**src/rtl/spi_cmd_sequencer.sv**
```systemverilog
// Command sequencer between the SPI byte slave and the LED frame RAM / renderer.
// Decodes address/data/commit/status commands and drives RAM writes, frame start and MISO response.
module spi_cmd_sequencer #(
  parameter int unsigned ADDR_W     = 10,
  parameter logic [7:0]  CMD_ADDR   = 8'h2A,
  parameter logic [7:0]  CMD_DATA   = 8'h2C,
  parameter logic [7:0]  CMD_COMMIT = 8'h3A,
  parameter logic [7:0]  CMD_STATUS = 8'h0F
) (
  input  logic              clk_i,
  input  logic              rst_n_i,
  input  logic              spi_cs_n_i,
  input  logic              spi_byte_vld_i,
  input  logic [7:0]        spi_byte_data_i,
  output logic [7:0]        spi_byte_data_o,
  output logic              ram_wr_en_o,
  output logic [ADDR_W-1:0] ram_wr_addr_o,
  output logic [7:0]        ram_wr_data_o,
  input  logic              render_busy_i,
  output logic              frame_start_o
);

  typedef enum logic [2:0] {
    S_IDLE,
    S_ADDR_HI,
    S_ADDR_LO,
    S_DATA,
    S_DISCARD
  } state_e;

  state_e            state_q;
  logic [ADDR_W-1:0] addr_q;
  logic [ADDR_W-9:0] addr_hi_q;
  logic              pending_q;
  logic              err_q;
  logic [7:0]        resp_q;
  logic              wr_en_q;
  logic [ADDR_W-1:0] wr_addr_q;
  logic [7:0]        wr_data_q;
  logic              frame_start_q;

  logic              start_fire;
  logic [7:0]        status_byte;

  assign start_fire  = pending_q && !render_busy_i;
  assign status_byte = {render_busy_i, pending_q, 5'b0, err_q};

  always_ff @(posedge clk_i) begin
    if (!rst_n_i) begin
      state_q       <= S_IDLE;
      addr_q        <= '0;
      addr_hi_q     <= '0;
      pending_q     <= 1'b0;
      err_q         <= 1'b0;
      resp_q        <= '0;
      wr_en_q       <= 1'b0;
      wr_addr_q     <= '0;
      wr_data_q     <= '0;
      frame_start_q <= 1'b0;
    end else begin
      wr_en_q       <= 1'b0;
      frame_start_q <= start_fire;
      if (start_fire) pending_q <= 1'b0;
      if (spi_cs_n_i || spi_byte_vld_i) resp_q <= '0;

      if (spi_cs_n_i) begin
        state_q <= S_IDLE;
      end else if (spi_byte_vld_i) begin
        case (state_q)
          S_IDLE: begin
            case (spi_byte_data_i)
              CMD_ADDR: state_q <= S_ADDR_HI;
              CMD_DATA: state_q <= S_DATA;
              CMD_COMMIT: begin
                // a commit landing on the firing cycle is absorbed by that start
                if (!start_fire) pending_q <= 1'b1;
                state_q <= S_DISCARD;
              end
              CMD_STATUS: begin
                resp_q  <= status_byte;
                err_q   <= 1'b0;
                state_q <= S_DISCARD;
              end
              default: begin
                err_q   <= 1'b1;
                state_q <= S_DISCARD;
              end
            endcase
          end
          S_ADDR_HI: begin
            addr_hi_q <= spi_byte_data_i[ADDR_W-9:0];
            state_q   <= S_ADDR_LO;
          end
          S_ADDR_LO: begin
            addr_q  <= {addr_hi_q, spi_byte_data_i};
            state_q <= S_IDLE;
          end
          S_DATA: begin
            wr_en_q   <= 1'b1;
            wr_addr_q <= addr_q;
            wr_data_q <= spi_byte_data_i;
            addr_q    <= addr_q + ADDR_W'(1);
          end
          S_DISCARD: state_q <= S_DISCARD;
          default:   state_q <= S_IDLE;
        endcase
      end
    end
  end

  assign spi_byte_data_o = resp_q;
  assign ram_wr_en_o     = wr_en_q;
  assign ram_wr_addr_o   = wr_addr_q;
  assign ram_wr_data_o   = wr_data_q;
  assign frame_start_o   = frame_start_q;

endmodule

```
**config.mk**
```make
export PLATFORM = sky130hd
export DESIGN_NAME = spi_cmd_sequencer
export DESIGN_NICKNAME = d
export VERILOG_FILES = /design/src/rtl/spi_cmd_sequencer.sv
export SDC_FILE = /design/constraint.sdc
export NUM_CORES = 1
export LEC_CHECK = 0
export CORE_MARGIN = 3
export CORE_UTILIZATION = 54
export CTS_CLUSTER_SIZE = 25
export DETAILED_ROUTE_END_ITERATION = 8
export HOLD_SLACK_MARGIN = 0.06
export PLACE_DENSITY = 0.84
export SYNTH_ARGS = -nofsm -noshare
export SYNTH_HDL_FRONTEND = slang
export SYNTH_SLANG_ARGS = --single-unit
```
**constraint.sdc**
```tcl
create_clock -name clk_i -period 3.1 [get_ports clk_i]
set_clock_uncertainty 0.1 [all_clocks]
set_input_delay 0.62 -clock clk_i [delete_from_list [all_inputs] [get_ports clk_i]]
set_output_delay 0.62 -clock clk_i [all_outputs]
set_load 0.01 [all_outputs]
```
==> results_dict.tcl, run 1 <==
set metrics [dict create \
    outcome "complete, no violations" \
    start_util 0.567 \
    nFillCells 277 \
    slew_headroom 0.592 \
    cts-buffers-inserted 5 \
    netlist.area_leader.share 0.469 \
    cts_max_path_buffers 2 \
    clkLatencyLatePin_ns 0.36 \
    worst_ir_drop_vdd_mv 0.265 \
    core_area_um2 3390 \
    final_cell_count_without_fillers 315 \
    num_vias 1769 \
    critical-path-max-stage-delay_ns 0.52 \
    antenna_left 0 \
    gp_routability_congestion 0.844 \
    power-per-cell-area_nw_per_um2 380 \
    postCtsSetupBuffers 0 \
    path_cells "clkdlybuf4s50_1 -> nor4b_4 -> nand4b_2 -> or4_1 -> a221oi_2" \
    critical_path_buf_inv_count 1 \
    finalSetupViolations 0 \
    synth_sequential_area_ratio 0.469 \
    synth_area_per_cell_um2 8.43 \
    final-max-slew-violation-count 0 \
    rr_startpoint "state_q[0]$_SDFFE_PP0P_" \
    leakage_uw 0.000817 \
    ys_async_sr_fraction 0 \
    route.detailed.wl_per_inst_um 13.8 \
    worst_setup_hold_path_clk_slew_ns 0.12 \
    n_antenna_cell 0 \
    area_delta_synth_final_pct 26.4 \
    totalPowerFinal_uw 925 \
    crit_path_max_fanout 5 \
    cp_data_arrival_time_ns 2.35 \
    cts_tree "built" \
    multi_input_comb_area_um2 948 \
    synthesized_net_count 242 \
    root_buffer "sky130_fd_sc_hd__clkbuf_4" \
    critical_path_cell_count 5 \
    synth_edf_count 0 \
    ctsResizeCount 0 \
    post_synth_inst_count 228 \
    grt_start_max_net_pins 34 \
    dpl.hpwl_um 2990 \
    rsz0062_at_grt "false" \
    worstHoldPathType "reg -> reg" \
    ys_warn_count 0 \
    worst-setup-path-type "in -> reg" \
    via_per_inst 5.62 \
    first_global_vias 1655 \
    power.share.clock 0.303 \
    numPortBuffers 40 \
    timing.critical_path.to_type "register" \
    reg2reg_depth 4 \
    cp_top_family "simple AND/OR/NAND/NOR gates" \
    ys.flop_type "sky130_fd_sc_hd__dfxtp_1" \
    drv_cap 0 \
    ys_seq_elements 45 \
    post-place-cells 308 \
    synth_top_area_cell "sky130_fd_sc_hd__dfxtp_1" \
    fp.dieW_um 65.7 \
    antenna_violations_before_repair 0 \
    finalCritPeriodShare 0.698 \
    cell_internal_pwr_uw 716 \
    setup_total_negative_slack_ns 0 \
    cp_data_required_time_ns 3.28 \
    route.final.wire_length_um 4340 \
    num_io_pins 41 \
    netSwitchingFraction 0.226 \
    critPathLaunch "spi_byte_data_i[0]" \
    count_of_unresolved_drc_violations_after_routing 0 \
    grt.overflow.total 0 \
    worst_path_max_delay_cell "sky130_fd_sc_hd__clkdlybuf4s50_1" \
    crit-reg2reg-capture "addr_q[6]$_SDFFE_PN0P_" \
    cts-htree-levels 2 \
    reg2reg_slack_ns 1.01 \
    final_nets 283 \
    final_hold_viol_count 0 \
    final_layout_size_suffix_gt1_frac 0.0669 \
    netlist_area_um2 1920 \
    netlist_top_cells_area "sky130_fd_sc_hd__dfxtp_1 (47%), sky130_fd_sc_hd__nand2_1 (9.6%), sky130_fd_sc_hd__a21oi_1 (7.3%)" \
    die-area_um2 4310 \
    drtPass1Iterations 4 \
    drt_iter0_drc 180 \
    wire_length_of_the_first_global_routing_pass_um 7400 \
    clock.fmax_ghz 0.462 \
    crit_end "state_q[0]$_SDFFE_PP0P_" \
    area.sequential_um2 901 \
    seq_power_share 0.634 \
    power.combinational.fraction 0.063 \
    gr-usage-all-layers 0.219 \
    total_switching_power_uw 209 \
    core.rowCount 21 \
    setup.worst_path.start_class "primary input" \
    worst_slew_pin_slew_ns 0.606 \
    cts_hold_repair.buffers 0 \
    clock_sinks 45 \
    finalWorstPathRequiredPeriod_ns 2.16 \
    synth_cell_types 48 \
    dieHeight_um 65.7 \
    hold_slack_ns 0.359 \
]
cell usage after synthesis (2+ instances only):
cell	instances
sky130_fd_sc_hd__nor3b_1	2
sky130_fd_sc_hd__and3_1	5
sky130_fd_sc_hd__a2111oi_0	2
sky130_fd_sc_hd__or4_1	3
sky130_fd_sc_hd__nor4_1	2
sky130_fd_sc_hd__nand2_1	49
sky130_fd_sc_hd__nand4_1	2
sky130_fd_sc_hd__a211oi_1	2
sky130_fd_sc_hd__nand3b_1	3
sky130_fd_sc_hd__a31oi_1	2
sky130_fd_sc_hd__a32oi_1	3
sky130_fd_sc_hd__o22ai_1	2
sky130_fd_sc_hd__clkbuf_1	6
sky130_fd_sc_hd__nand3_1	4
sky130_fd_sc_hd__mux2i_1	2
sky130_fd_sc_hd__inv_1	4
sky130_fd_sc_hd__nor3_1	6
sky130_fd_sc_hd__or3_1	2
sky130_fd_sc_hd__o21ai_0	4
sky130_fd_sc_hd__dfxtp_1	45
sky130_fd_sc_hd__nand2b_1	2
sky130_fd_sc_hd__buf_2	7
sky130_fd_sc_hd__a21oi_1	28
sky130_fd_sc_hd__nor2_1	13
sky130_fd_sc_hd__o21ai_1	5
cell type report:
type	instances	share of cell area
clock buffers	7	0.0227
inverters	4	0.00618
multi-input cells	166	0.390
repair buffers	47	0.186
well taps	46	0.0237
flip-flops and latches	45	0.371
power by group through the flow:
| stage | Combinational (µW) | Clock (µW) | Sequential (µW) |
|---|---|---|---|
| finish | 58.2 | 280 | 586 |
| global route | 63.7 | 308 | 587 |
| CTS | 57.9 | 288 | 586 |
| detailed placement | 57.8 | 0 | 599 |
| global placement | 57.0 | 0 | 599 |
| floorplan | 26.3 | 0 | 597 |
sequential cells by signal, summed over array words and instances, names as in the netlist:
register         cells
err_q                1
frame_start_o        1
addr_q              10
spi_byte_data_o      8
pending_q            1
ram_wr_data_o        8
addr_hi_q            2
ram_wr_en_o          1
state_q              3
ram_wr_addr_o       10
through the flow:
step                       util  cell area (µm²)  worst slack, ns
after floorplan               -             1920             1.23
after global placement    0.701             2370            0.602
after detailed placement  0.701             2370            0.563
after CTS                 0.717             2430            0.942
after global routing      0.717             2430            0.829
final                     0.717             2430            0.937
routing by layer:
layer	wire, µm	track usage
met5	0	0
met4	102	0.122
met3	220	0.0427
met2	1880	0.328
met1	2140	0.294
worst min path at each step:
stage / startpoint / endpoint / cells after the start
3_5_place_dp: ram_wr_addr_o[2]$_SDFFE_PN0P_ / ram_wr_addr_o[2]$_SDFFE_PN0P_ / 2
2_1_floorplan: addr_q[5]$_SDFFE_PN0P_ / ram_wr_addr_o[5]$_SDFFE_PN0P_ / 2
3_3_place_gp: ram_wr_data_o[5]$_SDFFE_PN0P_ / ram_wr_data_o[5]$_SDFFE_PN0P_ / 2
5_1_grt: ram_wr_data_o[7]$_SDFFE_PN0P_ / ram_wr_data_o[7]$_SDFFE_PN0P_ / 2
4_1_cts: ram_wr_data_o[3]$_SDFFE_PN0P_ / ram_wr_data_o[3]$_SDFFE_PN0P_ / 2
6_report: ram_wr_data_o[5]$_SDFFE_PN0P_ / ram_wr_data_o[5]$_SDFFE_PN0P_ / 2
worst register-to-register path: stages, from the launching register on:
cell and delay [ns]:
sky130_fd_sc_hd__dfxtp_1 0.55, sky130_fd_sc_hd__nand3b_1 0.48, sky130_fd_sc_hd__or4_1 0.65, sky130_fd_sc_hd__a21oi_1 0.16, sky130_fd_sc_hd__o21a_1 0.12
cell families after synthesis:
group,Yosys count,synth area share
xor+xnor,1,0.00456
compound gates,56,0.179
simple gates,106,0.293
buf+inv,17,0.0378
fa+ha+maj,1,0.00651
flops,45,0.469
mux,2,0.0104
cells in the final DEF, fill, tap and decap left out, drive strengths merged, types with 3 or more instances in the layout:
cell	count
or4	3
inv	4
a21oi	28
nand3	4
buf	7
nand3b	3
and3	5
clkdlybuf4s50	40
nand2	49
a32oi	3
dfxtp	45
o21ai	9
clkbuf	7
nor4	3
nor3	6
nor2	14
No activity file was read; power rests on OpenSTA's default activity.
==> run 2, diff against run 1 <==
--- a/config.mk
+++ b/config.mk
@@ -6,11 +6,11 @@
 export NUM_CORES = 1
 export LEC_CHECK = 0
 export CORE_MARGIN = 3
-export CORE_UTILIZATION = 54
+export CORE_UTILIZATION = 50
 export CTS_CLUSTER_SIZE = 25
 export DETAILED_ROUTE_END_ITERATION = 8
 export HOLD_SLACK_MARGIN = 0.06
-export PLACE_DENSITY = 0.84
+export PLACE_DENSITY = 0.79
 export SYNTH_ARGS = -nofsm -noshare
 export SYNTH_HDL_FRONTEND = slang
 export SYNTH_SLANG_ARGS = --single-unit
==> constraint.sdc (replaced) <==
create_clock -name clk_i -period 2.26 [get_ports clk_i]
set_clock_uncertainty 0.1 [all_clocks]
set_input_delay 0.452 -clock clk_i [delete_from_list [all_inputs] [get_ports clk_i]]
set_output_delay 0.452 -clock clk_i [all_outputs]
set_load 0.01 [all_outputs]
==> results_dict.tcl, run 2 (synthesis gave the netlist of run 1 again) <==
set metrics [dict create \
    outcome "complete, no violations" \
    nFillCells 280 \
    worstHoldPathType "reg -> reg" \
    slew_headroom 0.713 \
    finalWorstPathRequiredPeriod_ns 1.97 \
    fp.dieW_um 68.0 \
    clkLatencyLatePin_ns 0.29 \
    setup.worst_path.start_class "primary input" \
    layout_setup_ws_ns 0.289 \
    route.detailed.wl_per_inst_um 13.8 \
    clock_sinks 45 \
    final_nets 295 \
    power-per-cell-area_nw_per_um2 584 \
    leakage_uw 0.000902 \
    dieHeight_um 68.0 \
    area_delta_synth_final_pct 35.2 \
    postPlaceCellArea_um2 2480 \
    cts_tree "built" \
    die-area_um2 4620 \
    pre_cts_ws_ns -0.0174 \
    cp_data_required_time_ns 2.37 \
    drtPass1Iterations 4 \
    finalSetupViolations 0 \
    num_io_pins 41 \
    core.rowCount 21 \
    gp_routability_congestion 0.870 \
    antenna_left 0 \
    worst-setup-path-type "in -> reg" \
    grt.overflow.total 0 \
    worst_ir_drop_vdd_mv 0.479 \
    critical-path-max-stage-delay_ns 0.46 \
    gr-usage-all-layers 0.223 \
    timing.critical_path.to_type "register" \
    crit_path_max_fanout 3 \
    cts-buffers-inserted 5 \
    worst_setup_hold_path_clk_slew_ns 0.08 \
    cts_hold_repair.buffers 0 \
    root_buffer "sky130_fd_sc_hd__clkbuf_8" \
    postCtsSetupBuffers 0 \
    final_cell_mix "sky130_fd_sc_hd__nand2_1 (49), sky130_fd_sc_hd__dfxtp_1 (45), sky130_fd_sc_hd__clkdlybuf4s50_1 (40)" \
    n_antenna_cell 0 \
    totalPowerFinal_uw 1520 \
    cts_max_path_buffers 2 \
    wire_length_of_the_first_global_routing_pass_um 7810 \
    first_global_vias 1703 \
    final-max-slew-violation-count 0 \
    clock.fmax_ghz 0.507 \
    path_cells "clkdlybuf4s50_1 -> nor4b_4 -> nand4b_2 -> or4_1 -> a221oi_2" \
    setup_total_negative_slack_ns 0 \
    grt_start_max_net_pins 20 \
    finalCritPeriodShare 0.872 \
    antenna_violations_before_repair 0 \
    via_per_inst 5.45 \
    worst_path_max_delay_cell "sky130_fd_sc_hd__clkdlybuf4s50_1" \
    start_util 0.546 \
    final_hold_viol_count 0 \
    worst_slew_pin_slew_ns 0.429 \
    drv_cap 0 \
    layout_commonest_cell "sky130_fd_sc_hd__nand2_1" \
    route.final.wire_length_um 4510 \
    count_of_unresolved_drc_violations_after_routing 0 \
    core_area_um2 3520 \
    ctsResizeCount 0 \
    cts-htree-levels 2 \
    dpl.hpwl_um 3280 \
    cp_data_arrival_time_ns 2.08 \
    final_layout_size_suffix_gt1_frac 0.113 \
    rsz0062_at_grt "false" \
    drt_iter0_drc 149 \
    final_cell_area_um2 2600 \
    num_vias 1788 \
    numPortBuffers 40 \
]
[run 2: cell count changes in the layout (fill, tap and decap cells not counted), sizes merged]
cell and change:
buf +12, bufinv +1, clkbuf -1, clkinvlp +1
[run 2: report_power, final]
group / internal, µW / switching (µW) / total, µW / leakage (µW)
sequential: 797 / 6.38 / 803 / 0.000363
combinational: 46.4 / 46.7 / 93.1 / 0.000482
clock: 359 / 261 / 620 / 0.0000574
[run 2: worst paths after layout]
| kind | start | to | slack (ns) | cells past startpoint |
|---|---|---|---|---|
| worst max-delay path | spi_byte_data_i[0] | state_q[0]$_SDFFE_PP0P_ | 0.29 | 5 |
| worst min-delay path | ram_wr_data_o[3]$_SDFFE_PN0P_ | ram_wr_data_o[3]$_SDFFE_PN0P_ | 0.35 | 2 |
| worst max register to register | state_q[0]$_SDFFE_PP0P_ | addr_q[6]$_SDFFE_PN0P_ | 0.41 | 4 |
| worst min register to register | ram_wr_data_o[3]$_SDFFE_PN0P_ | ram_wr_data_o[3]$_SDFFE_PN0P_ | 0.35 | 2 |
[run 2: routing by layer]
layer	global-route usage	part of all wire
met4	0.0645	0.0042
met2	0.361	0.47
met1	0.285	0.47
met5	0	0
met3	0.0690	0.054
[run 2: per-stage QoR]
step,std cells,util,hold WS [ns]
after floorplan,228,-,0.345
after global placement,320,0.704,0.342
after detailed placement,320,0.704,0.346
after CTS,328,0.738,0.357
after global routing,328,0.738,0.377
final,328,0.738,0.355
[run 2: cell type report]
type,instances,area [µm²],share of cell area
flip-flops and latches,45,901,0.347
repair buffers,59,556,0.214
well taps,46,57.6,0.0222
inverters,4,15.0,0.00578
clock buffers,6,82.6,0.0318
multi-input cells,166,948,0.365
clock inverters,2,37.5,0.0145
[run 2: critical path, delay by kind of cell]
| kind | cells | cell delay [ns] |
|---|---|---|
| and+or+nand+nor | 3 | 0.95 |
| buffers and inverters | 1 | 0.46 |
| AOI/OAI and AO/OA | 1 | 0.22 |
